[src/rtl/oc8051_xram_guard.sv]
// Access guard between the 8051 core and external RAM: checks page-table
// permissions, forwards allowed accesses, times out stalled ones and reports violations.
module oc8051_xram_guard #(
  parameter logic [7:0] TIMEOUT = 8'd32
) (
  input  logic        clk,
  input  logic        rst,
  input  logic [15:0] cpu_addr,
  input  logic [7:0]  cpu_data_in,
  input  logic        cpu_wr,
  input  logic        cpu_stb,
  input  logic        priv_lvl,
  output logic        cpu_ack,
  output logic [7:0]  cpu_data_out,
  input  logic        pt_wr_en,
  input  logic        pt_rd_en,
  input  logic        pt_addr_range,
  input  logic        pt_ack,
  input  logic [7:0]  pt_data_out,
  output logic        pt_stb,
  output logic [15:0] xram_addr,
  output logic [7:0]  xram_data_out,
  output logic        xram_wr,
  output logic        xram_stb,
  input  logic        xram_ack,
  input  logic [7:0]  xram_data_in,
  output logic        fault_irq,
  output logic [15:0] fault_addr,
  output logic        fault_wr,
  output logic [7:0]  fault_cnt,
  input  logic        fault_clr
);

  typedef enum logic [2:0] {
    S_IDLE,
    S_PT,
    S_XRAM,
    S_DENY,
    S_DONE
  } state_t;

  state_t     r_state;
  logic [7:0] r_wait_cnt;
  logic       w_perm;
  logic       w_timeout;
  logic       w_fault;
  logic       w_unused;

  // The page-table read completes in a fixed single cycle, so its ack is not needed.
  assign w_unused  = pt_ack;
  assign w_perm    = cpu_wr ? pt_wr_en : pt_rd_en;
  assign w_timeout = (r_state == S_XRAM) && !xram_ack && (r_wait_cnt == TIMEOUT - 8'd1);
  assign w_fault   = (r_state == S_DENY) || w_timeout;

  function automatic logic [7:0] sat_inc(input logic [7:0] v);
    return (v == 8'hFF) ? v : v + 8'd1;
  endfunction

  // xram_addr/xram_data_out/xram_wr double as the registered request.
  always_ff @(posedge clk or negedge rst) begin
    if (!rst) begin
      r_state       <= S_IDLE;
      r_wait_cnt    <= 8'd0;
      cpu_ack       <= 1'b0;
      cpu_data_out  <= 8'h00;
      pt_stb        <= 1'b0;
      xram_addr     <= 16'h0000;
      xram_data_out <= 8'h00;
      xram_wr       <= 1'b0;
      xram_stb      <= 1'b0;
    end else begin
      cpu_ack <= 1'b0;
      pt_stb  <= 1'b0;
      case (r_state)
        S_IDLE: begin
          if (cpu_stb) begin
            xram_addr     <= cpu_addr;
            xram_data_out <= cpu_data_in;
            xram_wr       <= cpu_wr;
            if (pt_addr_range) begin
              if (priv_lvl) begin
                r_state <= S_PT;
                pt_stb  <= 1'b1;
              end else begin
                r_state <= S_DENY;
              end
            end else if (priv_lvl || w_perm) begin
              r_state    <= S_XRAM;
              xram_stb   <= 1'b1;
              r_wait_cnt <= 8'd0;
            end else begin
              r_state <= S_DENY;
            end
          end
        end
        S_PT: begin
          cpu_data_out <= pt_data_out;
          cpu_ack      <= 1'b1;
          r_state      <= S_DONE;
        end
        S_XRAM: begin
          if (xram_ack) begin
            xram_stb     <= 1'b0;
            cpu_data_out <= xram_wr ? 8'h00 : xram_data_in;
            cpu_ack      <= 1'b1;
            r_state      <= S_DONE;
          end else if (w_timeout) begin
            xram_stb     <= 1'b0;
            cpu_data_out <= 8'hFF;
            cpu_ack      <= 1'b1;
            r_state      <= S_DONE;
          end else begin
            r_wait_cnt <= r_wait_cnt + 8'd1;
          end
        end
        S_DENY: begin
          cpu_data_out <= 8'h00;
          cpu_ack      <= 1'b1;
          r_state      <= S_DONE;
        end
        S_DONE: r_state <= S_IDLE;
        default: r_state <= S_IDLE;
      endcase
    end
  end

  // A fault arriving together with fault_clr restarts the report from this fault.
  always_ff @(posedge clk or negedge rst) begin
    if (!rst) begin
      fault_irq  <= 1'b0;
      fault_addr <= 16'h0000;
      fault_wr   <= 1'b0;
      fault_cnt  <= 8'h00;
    end else if (w_fault) begin
      if (!fault_irq || fault_clr) begin
        fault_addr <= xram_addr;
        fault_wr   <= xram_wr;
      end
      fault_irq <= 1'b1;
      fault_cnt <= fault_clr ? 8'd1 : sat_inc(fault_cnt);
    end else if (fault_clr) begin
      fault_irq <= 1'b0;
      fault_cnt <= 8'h00;
    end
  end

endmodule

[config.mk]
export PLATFORM = sky130hd
export DESIGN_NAME = oc8051_xram_guard
export DESIGN_NICKNAME = d
export VERILOG_FILES = /design/src/rtl/oc8051_xram_guard.sv
export SDC_FILE = /design/constraint.sdc
export NUM_CORES = 1
export LEC_CHECK = 0
export CAP_MARGIN = 20
export CORE_ASPECT_RATIO = 1.25
export CORE_MARGIN = 1.5
export CORE_UTILIZATION = 51
export DETAILED_ROUTE_END_ITERATION = 6
export DONT_BUFFER_PORTS = 1
export PLACE_DENSITY_LB_ADDON = 0.2
export SLEW_MARGIN = 20
export SYNTH_ARGS = -nofsm -noshare
export SYNTH_HDL_FRONTEND = slang
export SYNTH_SLANG_ARGS = --single-unit
[constraint.sdc]
create_clock -name clk -period 1.9 [get_ports clk]
set_input_delay 0.095 -clock clk [delete_from_list [all_inputs] [get_ports clk]]
set_output_delay 0.095 -clock clk [all_outputs]
set_load 0.05 [all_outputs]
# [Word level (Yosys, flattened, before mapping)]
# Index checks and enable logic that the tools add are counted.
[word_totals] out_inout_bits=62 word_cells=83 ff_bits=73
[classes] muxes=37 add_sub_neg=2 n_reduce_logical=19 eq_ne=12
[ops] cell="$mux 8" count=12
[ops] cell="$pmux 8 s3" count=1
[ops] cell="$add 8x1->8 const B" count=2
[ops] cell="$pmux 8 s2" count=1
[ops] cell="$mux 1" count=15
[ops] cell="$mux 3" count=4
[ops] cell="$ne 2x2->1 const B" count=6
[ops] cell="$reduce_and 2->1" count=5
[ops] cell="$pmux 3 s3" count=1
[ops] cell="$eq 8x5->1 const B" count=1
[ops] cell="$eq 8x8->1 const B" count=1
[ops] cell="$eq 3x2->1 const B" count=2
[ops] cell="$reduce_and 6->1" count=1
[ops] cell="$reduce_and 5->1" count=1
[ops] cell="$pmux 1 s2" count=2
[ops] cell="$reduce_bool 2->1" count=2
[ops] cell="$eq 3x1->1 const B" count=1
[ops] cell="$logic_not 3->1" count=1
[ops] cell="$logic_or 1x1->1" count=3
[ops] cell="$ne 3x3->1 const B" count=1
[ops] cell="$reduce_bool 3->1" count=1
[ops] cell="$logic_and 1x1->1" count=2
[ops] cell="$logic_not 1->1" count=2
[ops] cell="$mux 2" count=1
[ops] cell="$reduce_or 2->1" count=1

# [Logic depth before layout (Yosys ltp)]
[logic_depth] depth_word=6 ltp_mapped=8

# [Least setup slack after synthesis]
# OpenSTA, ideal clock, no wires.
[synth_path] path_type="register -> register" from="register fault_cnt[0]" to="register fault_cnt[2]" t_arrival_ns=1.918 stages_incl_launch_ff=6 period_less_slack_ns=2.043 slack_ns=-0.143 path_cell_list="dfrtp_1 -> ha_1 -> nand3_1 -> nor3_1 -> nor3_1 -> mux2_2"
[synth_via] elab_chain_cells=4 elab_cells_between_ends=7 cone_classes="add/sub: 1; eq/ne: 2; mux: 3; reduce/logical: 1"
[synth_rtl] item="start, declared" line_no="30" rtl="output logic [7:0] fault_cnt,"
[synth_rtl] item="start signal, assigned" line_no="140" rtl="fault_cnt <= fault_clr ? 8'd1 : sat_inc(fault_cnt);"
[synth_rtl] item="$add 8x1->8" line_no="56" rtl="return (v == 8'hFF) ? v : v + 8'd1;"
[synth_rtl] item="$mux 8" line_no="56"
[synth_rtl] item="$mux 8" line_no="140"
[synth_rtl] item="$mux 8" line_no="134" rtl="end else if (w_fault) begin"
# Parallel ways exist; a longest one is shown, timed or not. The select of a mux whose other input is x is not followed.
# A chain may end at the register's enable or synchronous reset.

# [Final worst setup path]
[layout_path] from="register r_wait_cnt[5]" to="register fault_addr[4]"
[layout_via] elab_chain_cells=4
[layout_rtl] item="start, declared" line_no="43" rtl="logic [7:0] r_wait_cnt;"
[layout_rtl] item="start signal, assigned" line_no="113" rtl="r_wait_cnt <= r_wait_cnt + 8'd1;"
[layout_rtl] item="$eq 8x5->1" line_no="52" rtl="assign w_timeout = (r_state == S_XRAM) && !xram_ack && (r_wait_cnt == TIMEOUT - 8'd1);"
[layout_rtl] item="$logic_and 1x1->1" line_no="52"
[layout_rtl] item="$logic_or 1x1->1" line_no="53" rtl="assign w_fault = (r_state == S_DENY) || w_timeout;"
[layout_rtl] item="$reduce_and 2->1 (no line)"
[layout_rtl] item="end signal, assigned" line_no="136" rtl="fault_addr <= xram_addr;"
[layout_rtl] item="end, declared" line_no="28" rtl="output logic [15:0] fault_addr,"
# Every way passes these cells.

==> results.rst <==
.. list-table::
   :header-rows: 1

   * - Metric
     - Value
   * - Status
     - finished with violations
   * - Violated checks
     - hold timing
   * - Cell with the largest stage delay on the worst path
     - sky130_fd_sc_hd__dfrtp_1
   * - Kind of start point of the critical path
     - register
   * - Via count of the first global-routing pass
     - roughly 2500
   * - Hold Worst Slack
     - -0.00603 ns
   * - Most common flop cell mapped by yosys
     - sky130_fd_sc_hd__dfrtp_1
   * - Number of max-slew violations in the final report
     - 0
   * - Maximum clock skew at final layout
     - between 0.009 and 0.01 ns
   * - Iteration count of the initial detailed-routing pass
     - 4
   * - Sequential element share of the synthesized area
     - 55.2%
   * - Multiplexer share of the synthesized area
     - 19.5%
   * - Complex-gate fraction of the synthesized area
     - 9.98%
   * - H-tree depth
     - 3
   * - CTS Root Cell
     - sky130_fd_sc_hd__clkbuf_8
   * - Total half-perimeter wirelength after legalization and detailed placement
     - 4.65 mm
   * - Drt first-iter violations
     - roughly 120
   * - Die outline height
     - ~93 um
   * - Portion of the clock cycle consumed by the worst path in the final layout
     - 98.8%
   * - Worst EP required
     - 2.14 ns
   * - Placed inst area
     - 3600 um^2
   * - Type of element capturing the critical path
     - register
   * - DRC violation count after routing
     - 0
   * - Share of flip-flops with an asynchronous set or reset after synthesis
     - 100%
   * - TritonCTS clock tree
     - done
   * - Area of the core region
     - ~6200 um^2
   * - Critical path arrival
     - between 2 and 2.5 ns
   * - Synth Net Count
     - 316
   * - Mean post-synth cell area
     - between 10 and 15 um^2
   * - Count of placed standard cells including taps
     - roughly 360
   * - Proportion of layout cells with a drive suffix above 1
     - around a third
   * - Worst Max-Slew Pin Slew
     - 0.588 ns
   * - Total Routed Length
     - 7.42 mm
   * - Number of flops mapped to enable cells by yosys
     - 0
   * - Type of the worst setup path
     - register to register
   * - Leftover overflow at the end of global routing
     - 0
   * - Top cell type's share of synthesized area
     - a little under three fifths
   * - Clock buffers created by TritonCTS
     - 9
   * - Number of antenna violations at the first check in global routing
     - 0
   * - Hold WC Path Type
     - input port to register
   * - Yosys top cell by area
     - sky130_fd_sc_hd__dfrtp_1
   * - Largest family of logic cells by synthesized area
     - multiplexers
   * - Parity-gate share of the synthesized area counting xor and xnor cells
     - 0.265%
   * - Maximum number of pins on one net before global-route repair
     - 74
   * - Net total in the final layout
     - 382
   * - IR Drop Worst-Case VDD
     - approximately 1.4 mV
   * - Number of failing hold endpoints at the final stage
     - 1
   * - Via density
     - approximately 5.5
   * - Width of the chip
     - 75.0 um
   * - Final setup violation count
     - 0
   * - Share of synthesized cell area in full adder, half adder and majority cells
     - less than 1%
   * - Clock buffer depth
     - 2
   * - Antenna Cells
     - 0
   * - Count of buffers from port buffering
     - 0
   * - Synth Register Bits
     - 73
   * - Fin cells
     - between 400 and 500
   * - Number of placement rows
     - 32
   * - Distinct cell type count after synthesis
     - between 40 and 50
   * - Overall global routing resource usage
     - ~22%
   * - Top-Level Pins
     - 113
   * - Clock slew at reported path FFs
     - about 0.08 ns
   * - Largest fanout on the critical path
     - 9
   * - Simple-Gate Fraction of Synth Area
     - 10.8%
   * - Floorplan die area
     - 6980 um^2
   * - Final core utilization
     - 68.8%
   * - List of cells traversed by the critical path
     - nor4b_4, buf_4, a31o_4, and3_4, buf_12, mux2_2
   * - Post-placement worst setup slack
     - -0.0147 ns
   * - Post-route cell area
     - between 4000 and 5000 um^2
   * - Via count
     - ~2300
   * - Remaining antenna violation count
     - 0
   * - First-pass GRT wire length
     - between 10 and 15 mm
   * - Layout overhead on the synthesized area
     - 29.0%
   * - Cells taking the most area after synthesis
     - sky130_fd_sc_hd__dfrtp_1 55%, sky130_fd_sc_hd__mux2_2 15%, sky130_fd_sc_hd__mux2_4 4.5%
   * - Number of warnings issued by yosys
     - 0
   * - Setup repair after global routing missed its margin
     - yes
   * - Effective utilization at floorplan
     - between 50% and 60%
   * - Most frequently used cell type in the post-synthesis netlist
     - sky130_fd_sc_hd__dfrtp_1
   * - Post-layout worst setup margin
     - between 0.02 and 0.025 ns
   * - Final weighted congestion of routability-driven global placement
     - about 0.80
   * - DR WL/cell
     - between 15 and 20 um
   * - Standby leakage power
     - around 0.0019 uW
   * - Worst rel slew slack
     - about three fifths
   * - Total number of clock tree sinks
     - 73
   * - Clk Latency, worst-skew pair
     - ~0.35 ns
   * - Cell area power density
     - between 1500 and 2000 nW/um^2
   * - Slowest cell delay on critical path
     - 0.41 ns
   * - Leading post-synthesis cells by instance count
     - 73 x sky130_fd_sc_hd__dfrtp_1, 43 x sky130_fd_sc_hd__mux2_2, 12 x sky130_fd_sc_hd__nand2_1, 12 x sky130_fd_sc_hd__o21ai_0, 11 x sky130_fd_sc_hd__inv_1
   * - Max capacitance violation total
     - 0
   * - Gate Count Post-Synth
     - between 200 and 300
   * - Shortest clock period the worst path allows after layout
     - between 1.5 and 2 ns
   * - Netlist area before placement
     - 3310 um^2
   * - Maximum clock rate
     - ~0.53 GHz
[logic make-up (layout without fill, tap and decap cells)]
kind of cell             count (synthesis)  in the layout
XOR/XNOR                                 1              1
multiplexers                            54             54
buffers and inverters                   23             94
AO/OA/AOI/OAI                           47             47
AND/OR/NAND/NOR                         63             63
flip-flops                              73             73
adder cells (fa/ha/maj)                  2              2
[placed cells by master (no fill, tap or decap), drive strengths merged, types with 2 or more instances in the layout]
master	Yosys	routed
a211oi	2	2
a21oi	6	6
a22o	8	8
a31o	2	2
a31oi	6	6
and2	2	2
and3	3	3
buf	7	32
clkbuf	5	11
clkinv	0	2
clkinvlp	0	2
dfrtp	73	73
dlygate4sd3	0	34
ha	2	2
inv	11	12
mux2	53	53
nand2	12	12
nand2b	5	5
nand3	6	6
nand4	4	4
nor2	10	10
nor2b	5	5
nor3	7	7
nor4	3	3
nor4b	3	3
o21ai	12	12
o31a	2	2
or3	2	2
[routing by layer]
layer / vias up / GRT usage, % / routed length, um
li1: 1079 / - / -
met2: 82 / 36.7 / 3880
met5: - / 0 / 0
met4: 0 / 9.09 / 114
met3: 8 / 8.30 / 558
met1: 1135 / 26.4 / 2880
[path summary, 6_finish.rpt]
path	slack [ns]	startpoint	to	cells after the start
worst min-delay path	-0.006	xram_ack	r_state[2]$_DFFE_PN0P_	2
worst max-delay path	0.02	r_wait_cnt[5]$_DFFE_PN0P_	fault_addr[4]$_DFFE_PN0P_	6
max in group asynchronous	1.24	rst	xram_addr[12]$_DFFE_PN0P_	2
worst max register to register	0.02	r_wait_cnt[5]$_DFFE_PN0P_	fault_addr[4]$_DFFE_PN0P_	6
worst min register to register	0.51	r_wait_cnt[2]$_DFFE_PN0P_	r_wait_cnt[2]$_DFFE_PN0P_	1
min in group asynchronous	0.36	rst	fault_cnt[0]$_DFFE_PN0P_	2
[registers in the layout, summed over array words and instances (netlist names)]
| name | count |
|---|---|
| fault_addr | 16 |
| xram_stb | 1 |
| cpu_ack | 1 |
| xram_wr | 1 |
| fault_wr | 1 |
| pt_stb | 1 |
| r_state | 3 |
| xram_data_out | 8 |
| r_wait_cnt | 8 |
| fault_irq | 1 |
| cpu_data_out | 8 |
| xram_addr | 16 |
| fault_cnt | 8 |
[where the power goes]
| group | switching, uW | total, uW | internal, uW |
|---|---|---|---|
| clock | 579 | 1190 | 611 |
| sequential | 2520 | 4660 | 2150 |
| combinational | 741 | 1830 | 1090 |
[final cells by class]
| cell class | count | area (um^2) |
|---|---|---|
| fill | 448 | 1940 |
| timing repair buffer | 67 | 663 |
| clock buffer | 10 | 128 |
| inverter | 11 | 41.3 |
| sequential | 73 | 1830 |
| clock inverter | 6 | 67.6 |
| tap | 85 | 106 |
| multi-input combinational | 167 | 1440 |
[stage by stage]
stage	setup TNS [ns]	hold slack [ns]	power (uW)
2_1_floorplan	-0.140	-0.201	5830
3_3_place_gp	0	-0.198	6290
3_5_place_dp	-0.0546	-0.198	6350
4_1_cts	0	0.00159	7660
5_1_grt	-0.414	0.0142	8050
6_report	0	-0.00603	7680
[worst max-delay path: cells and delay by family, from the launching register on]
kind | cells | cell delay [ns]
flops | 1 | 0.41
mux | 1 | 0.33
simple gates | 2 | 0.52
buf+inv | 2 | 0.34
compound gates | 1 | 0.15
[what timing repair did]
item / in CTS / in global routing
gates cloned: 0 / 1
gates resized for setup: 0 / 7
endpoints found under the hold margin: 114 / 0
endpoints found under the setup margin: 7 / 23
hold buffers: 35 / 0
buffers inserted: 1 / 3
pin swaps: 0 / 1
Power figures use the tool's default switching activity.
